--- src/rtl/lfsr_rr_scheduler.sv ---
// lfsr_rr_scheduler: two-requester round-robin scheduler that hands out
// 4-bit Fibonacci LFSR values. Each accepted request advances the LFSR by
// STEPS_PER_GRANT shifts, then presents the result for one GRANT cycle.
//
// Optional feature: define LFSR_ZERO_GUARD_EN to replace an all-zero seed
// with 0001 (pulsing seed_err). Left undefined, seeds load verbatim and
// seed_err is tied low; the port list is identical in both builds.
module lfsr_rr_scheduler #(
    parameter int unsigned STEPS_PER_GRANT = 4
) (
    input  logic       clk,
    input  logic       rst,
    input  logic [1:0] req,
    input  logic       seed_load,
    input  logic [3:0] seed,
    output logic [1:0] gnt,
    output logic       rnd_valid,
    output logic [3:0] rnd_data,
    output logic [3:0] lfsr,
    output logic       output_bit,
    output logic       busy,
    output logic       seed_err
);

    localparam logic [3:0] STEP_LOAD  = 4'(STEPS_PER_GRANT);
    localparam logic [3:0] LFSR_RESET = 4'b0001;

    typedef enum logic [1:0] {
        IDLE  = 2'd0,
        STEP  = 2'd1,
        GRANT = 2'd2
    } state_e;

    state_e     state_q, state_d;
    logic [3:0] lfsr_q, lfsr_d;
    logic [3:0] cnt_q, cnt_d;
    logic [3:0] rnd_data_q, rnd_data_d;
    logic       winner_q, winner_d;   // index of the latched requester
    logic       last_q, last_d;       // index of the requester served last

    logic       seed_accept;
    logic       start;
    logic       arb_pick;
    logic [3:0] seed_eff;
    logic [3:0] lfsr_shift;

    // A seed load takes priority over a pending request in IDLE.
    assign seed_accept = (state_q == IDLE) && seed_load;
    assign start       = (state_q == IDLE) && !seed_load && (req != 2'b00);
    assign lfsr_shift  = {lfsr_q[2:0], lfsr_q[3] ^ lfsr_q[0]};

`ifdef LFSR_ZERO_GUARD_EN
    logic seed_err_q, seed_err_d;
    logic seed_zero;

    // Substitute the reset value for an all-zero seed so the LFSR cannot lock.
    always_comb begin
        seed_zero  = (seed == '0);
        seed_eff   = seed_zero ? LFSR_RESET : seed;
        seed_err_d = seed_accept && seed_zero;
    end

    // One-cycle error pulse following a substituted seed load.
    always_ff @(posedge clk or posedge rst) begin
        if (rst) begin
            seed_err_q <= 1'b0;
        end else begin
            seed_err_q <= seed_err_d;
        end
    end

    assign seed_err = seed_err_q;
`else
    assign seed_eff = seed;
    assign seed_err = 1'b0;
`endif

    // Round-robin choice: a lone requester wins, a tie goes to the one not served last.
    always_comb begin
        arb_pick = winner_q;
        case (req)
            2'b01:   arb_pick = 1'b0;
            2'b10:   arb_pick = 1'b1;
            2'b11:   arb_pick = ~last_q;
            default: arb_pick = winner_q;
        endcase
    end

    // FSM state register.
    always_ff @(posedge clk or posedge rst) begin
        if (rst) begin
            state_q <= IDLE;
        end else begin
            state_q <= state_d;
        end
    end

    // FSM next-state logic; a zero count is treated as the last step for safety.
    always_comb begin
        state_d = state_q;
        case (state_q)
            IDLE: begin
                if (start) begin
                    state_d = STEP;
                end
            end
            STEP: begin
                if (cnt_q <= 4'd1) begin
                    state_d = GRANT;
                end
            end
            GRANT: begin
                state_d = IDLE;
            end
            default: begin
                state_d = IDLE;
            end
        endcase
    end

    // Datapath next values: LFSR, step counter, winner and last-served tracking.
    always_comb begin
        lfsr_d     = lfsr_q;
        cnt_d      = cnt_q;
        winner_d   = winner_q;
        last_d     = last_q;
        rnd_data_d = rnd_data_q;
        case (state_q)
            IDLE: begin
                if (seed_accept) begin
                    lfsr_d = seed_eff;
                end else if (start) begin
                    cnt_d    = STEP_LOAD;
                    winner_d = arb_pick;
                end
            end
            STEP: begin
                lfsr_d = lfsr_shift;
                if (cnt_q != '0) begin
                    cnt_d = cnt_q - 4'd1;
                end
            end
            GRANT: begin
                last_d     = winner_q;
                rnd_data_d = lfsr_q;
            end
            default: begin
                cnt_d = '0;
            end
        endcase
    end

    // Datapath registers.
    always_ff @(posedge clk or posedge rst) begin
        if (rst) begin
            lfsr_q     <= LFSR_RESET;
            cnt_q      <= '0;
            winner_q   <= 1'b0;
            last_q     <= 1'b1;
            rnd_data_q <= '0;
        end else begin
            lfsr_q     <= lfsr_d;
            cnt_q      <= cnt_d;
            winner_q   <= winner_d;
            last_q     <= last_d;
            rnd_data_q <= rnd_data_d;
        end
    end

    // FSM outputs; rnd_data shows the live LFSR during GRANT and the held value otherwise.
    always_comb begin
        gnt       = '0;
        rnd_valid = 1'b0;
        rnd_data  = rnd_data_q;
        busy      = (state_q != IDLE);
        if (state_q == GRANT) begin
            gnt       = winner_q ? 2'b10 : 2'b01;
            rnd_valid = 1'b1;
            rnd_data  = lfsr_q;
        end
    end

    assign lfsr       = lfsr_q;
    assign output_bit = lfsr_q[3];

endmodule
--- config.mk ---
export PLATFORM = sky130hd
export DESIGN_NAME = lfsr_rr_scheduler
export DESIGN_NICKNAME = d
export VERILOG_FILES = /design/src/rtl/lfsr_rr_scheduler.sv
export SDC_FILE = /design/constraint.sdc
export NUM_CORES = 1
export LEC_CHECK = 0
export CAP_MARGIN = 15
export CORE_MARGIN = 2
export CORE_UTILIZATION = 35
export CTS_BUF_LIST = sky130_fd_sc_hd__clkbuf_8
export CTS_CLUSTER_SIZE = 12
export DETAILED_ROUTE_END_ITERATION = 8
export GPL_ROUTABILITY_DRIVEN = 0
export GPL_TIMING_DRIVEN = 0
export PLACE_DENSITY = 0.67
export SLEW_MARGIN = 40
export SYNTH_ARGS = -nofsm -noshare
export SYNTH_HDL_FRONTEND = slang
export SYNTH_SLANG_ARGS = --single-unit
--- constraint.sdc ---
create_clock -name clk -period 1.6 [get_ports clk]
set_clock_uncertainty 0.15 [all_clocks]
set_input_delay 0.32 -clock clk [delete_from_list [all_inputs] [get_ports clk]]
set_output_delay 0.32 -clock clk [all_outputs]
set_load 0.005 [all_outputs]
Word level (Yosys, flattened, before mapping)
Cells that the tools add are included.

word-level totals
  register bits = 16
  output and inout bits = 14

operators by class
  $add $sub $neg = 1
  $lt $le $gt $ge = 1
  eq/ne operators = 10
  multiplexer cells = 14
  bitwise logic cells = 4
  reduce and logical (&&, ||, !) cells = 14

operators by type and width
  kind                   number
  $mux W4                5
  $pmux W4 S3            1
  $ne A2 B2 Y1 const B   5
  $mux W2                4
  $pmux W4 S2            1
  $reduce_and A4 Y1      2
  $eq A2 B2 Y1 const B   3
  $reduce_bool A2 Y1     3
  $eq A2 B1 Y1 const B   2
  $le A4 B1 Y1 const B   1
  $pmux W2 S2            1
  $reduce_and A2 Y1      2
  $reduce_bool A4 Y1     1
  $sub A4 B1 Y4 const B  1
  $logic_and A1 B1 Y1    3
  $not A1 Y1             3
  $pmux W1 S3            1
  $reduce_bool A3 Y1     1
  $logic_not A2 Y1       1
  $logic_not A1 Y1       1
  $mux W1                1
  $xor A1 B1 Y1          1

Depth between registers and ports, before layout
  depth in word-level cells = 6
  gate-level depth with buffers = 6
  gate-level depth less buffers = 5

Least setup slack after synthesis
No wires, ideal clock.

  path type = register -> output
  start = register state_q[0]
  end = output port rnd_data[0]
  arrival time = 1110 ps
  path slack = 20 ps
  cell stages (with the launch flop) = 6
  buffers on the path = 1
  cells stage by stage = dfrtp_1 > buf_6 > inv_2 > nand2_1 > inv_2 > mux2_2

between the ends
  longest elaborated chain between the ends = 2

ends and longest elaborated chain
  what                    RTL line  source
  start, declared         34        state_e state_q, state_d;
  start signal, assigned  94        state_q <= state_d;
  $eq A2 B2 Y1            176       if (state_q == GRANT) begin
  $mux W4                 --
  end, declared           18        output logic [3:0] rnd_data,

Every way passes these cells.

Final worst setup path
  start = register state_q[0]
  end = output port rnd_data[1]

The elaborated chain is that of the path after synthesis.

==> results.yml <==
floorplan:
  dieArea_mm2: 0.00285
  die_y_um: 53.4
  pin_count: 23
  die_w_um: 53.4
  initial_core_util_pct: 37.8
  num_rows: 17
  core_mm2: 0.00225
synth:
  yosysWarnings: 0
  async_flop_share_pct: 100
  ys_types: 36
  ys_top_cells_by_count: "14 x dfrtp_1, 8 x nand2_1, 6 x o21ai_0"
  synth_edf_count: 0
  synth_seq_cells: 16
  synth_area_um2: 853
  synth_cells: 83
  synth_most_common_cell: "dfrtp_1"
  synthFlopType: "dfrtp_1"
  syn_avg_cell_area_um2: 10.3
  yosysSeqAreaShare_pct: 47.2
  synth_top_area_share_pct: 41.1
  syn_nets: 95
  synth_area_leaders: "dfrtp_1 41%, dfstp_2 6.2%, mux2_2 5.3%, ha_1 4.4%, o21ai_0 3.5%"
  yosysTopAreaCell: "dfrtp_1"
critical_path:
  crit_fanout: 4
  cp_cell_sequence: "inv_8 -> nand2_4 -> inv_4 -> buf_6 -> mux2_4 -> buf_6"
  path_common_cell: "buf_6"
  worstPathArrival_ns: 1.43
  cp.buffers_inverters: 4
  cpPeakStageDelay_ns: 0.45
  path_class: "reg -> out"
  worstPathRequired_ns: 1.13
  critical_path.slowest_cell: "dfrtp_2"
  start_kind: "flop"
  r2r_slack_ns: -0.09
  cp-end-kind: "output pin"
  cp_top_family: "flip-flops"
clocking:
  cts.htree.levels: 1
  clk_pin_slew_ns: 0.06
  hold_buffers: 0
  clockBufferDepth: 2
  clk_latency_ns: 0.24
  root_buffer: "clkbuf_8"
  cts_inserted_buffers: 3
  tritoncts: "built"
  cts_sinks: 16
place:
  port_buffers: 21
  placed_area_mm2: 0.00110
  dpl.hpwl_um: 1410
grt:
  grt.overflow.total: 0
  antenna_found_initial: 0
  grt_pass1_wl_um: 3530
  grtUsageTotal_pct: 18.1
  first_global_vias: 754
  grt_max_degree: 17
sta:
  timing.hold.ws_ns: 0.295
  fin_crit_ns: 1.90
  fmax_mhz: 528
  worst_pin_slew_ns: 0.617
  post-route-period-util_pct: 118
  rsz0062_at_grt: "yes"
  finalHoldViolCount: 0
  finalMaxSlewViolations: 0
  max_slew_margin_pct: 58.8
  setup-violations-final: 14
  setup_slack_ns: -0.295
pwr:
  switching_power_uw: 949
  seq_power_share_pct: 29.8
  p_clk_share_pct: 11.4
  p_sw_share_pct: 36.1
  leakage_uw: 0.000662
  ir_worst_vdd_uv: 1160
  p_comb_share_pct: 58.8
  intPower_uw: 1680
  pwr_density_cell_mw_per_mm2: 1950
route:
  first_iter_violations: 14
  final_antenna_net_count: 0
  first_pass_iters: 4
  drt-vias-per-instance: 5.05
  finalWirelength_um: 2350
  vias: 777
  wire_per_inst_um: 15.2
  post-route-drc-count: 0
finish:
  final_nets: 140
  drive_gt1_share_pct: 43.7
  fill_cells: 207
  fin_util_pct: 59.8
  final_area_mm2: 0.00135
  area_growth_pct: 58.1
  diodes: 0
status:
  violations: "negative setup slack"
  status: "finished, violations left"
worst_hold_path:
  worstHoldPathType: "in -> async"
flow_run:
  cap_violations: 0
==> metal layers <==
metal  routed length (µm)  GRT usage, %  part of all wire [%]  vias up
met3                  102          3.39                   4.3        2
met1                  984          21.4                    42      375
met4                   34          7.69                   1.4        0
met5                    0             0                     0        -
met2                 1230          31.5                    52       19
li1                     -             -                     -      381
==> layout by cell type, fill, tap and decap left out, types with 2 or more instances in the layout <==
cell	n
buf_4	17
buf_6	12
dfrtp_1	12
clkdlybuf4s50_1	8
nand2_1	6
o21ai_0	6
inv_1	4
mux2_4	4
nor3_1	3
ha_1	3
clkbuf_8	3
dlymetal6s2s_1	3
nor2_1	2
and2_1	2
a31oi_1	2
a31o_2	2
nor4_1	2
a21oi_1	2
o22ai_1	2
dfstp_2	2
dfrtp_2	2
dlygate4sd2_1	2
==> stage by stage <==
stage / std cells / total power [µW] / TNS [ns] / setup slack (ns)
after global routing: 154 / 2820 / -2.57 / -0.336
after global placement: 132 / 1910 / -3.57 / -0.527
after floorplan: 83 / 1470 / 0 / 0.0198
after CTS: 151 / 2570 / -1.92 / -0.312
final: 154 / 2630 / -2.03 / -0.295
after detailed placement: 132 / 1970 / -3.77 / -0.539
==> power by group through the flow <==
stage / logic (µW) / registers, µW / clock network (µW)
final: 1550 / 784 / 300
after global routing: 1690 / 808 / 323
after CTS: 1510 / 752 / 306
after detailed placement: 1170 / 796 / 0
after global placement: 1130 / 783 / 0
after floorplan: 717 / 756 / 0
==> logic make-up after synthesis <==
family          after synthesis  synth area share (%)
mux                           5                  6.45
buf+inv                      10                  6.30
fa+ha+maj                     3                  4.40
other cells                   1                 0.439
flops                        16                  47.2
compound gates               20                  15.7
simple gates                 28                  19.5
==> worst reg2reg max path: stages (launching register included) <==
cell      delay [ns]
dfrtp_2         0.43
buf_4           0.13
buf_6           0.09
buf_4           0.14
nand2b_2        0.12
or4b_1          0.48
nand3_1         0.09
==> flip-flops by register name, summed over array words and instances, names as in the netlist <==
signal / flops
lfsr: 4
cnt_q: 4
state_q: 2
rnd_data_q: 4
winner_q: 1
last_q: 1
==> what timing repair did <==
item	CTS	global route
setup buffers	16	4
setup endpoints to repair	14	14
resized for setup	54	11
pin swaps	1	6
==> final timing paths <==
check / start / to / cells past startpoint
max: state_q[0] / rnd_data[1] / 6
min: rst / lfsr[2] / 2
max reg2reg: state_q[0] / cnt_q[2] / 6
min reg2reg: rnd_data_q[2] / rnd_data_q[2] / 1
max in group asynchronous: rst / lfsr[3] / 2
min in group clk: rnd_data_q[2] / rnd_data_q[2] / 1
==> area by class of cell <==
| type | count | area, µm² | share of cell area, % |
|---|---|---|---|
| tap | 28 | 35.0 | 2.60 |
| inverter | 6 | 32.5 | 2.41 |
| multi-input combinational | 57 | 427 | 31.6 |
| buffer | 3 | 26.3 | 1.95 |
| clock buffer | 3 | 41.3 | 3.06 |
| timing repair buffer | 41 | 382 | 28.3 |
| sequential | 16 | 405 | 30.1 |
No activity file was read; power rests on OpenSTA's default activity.
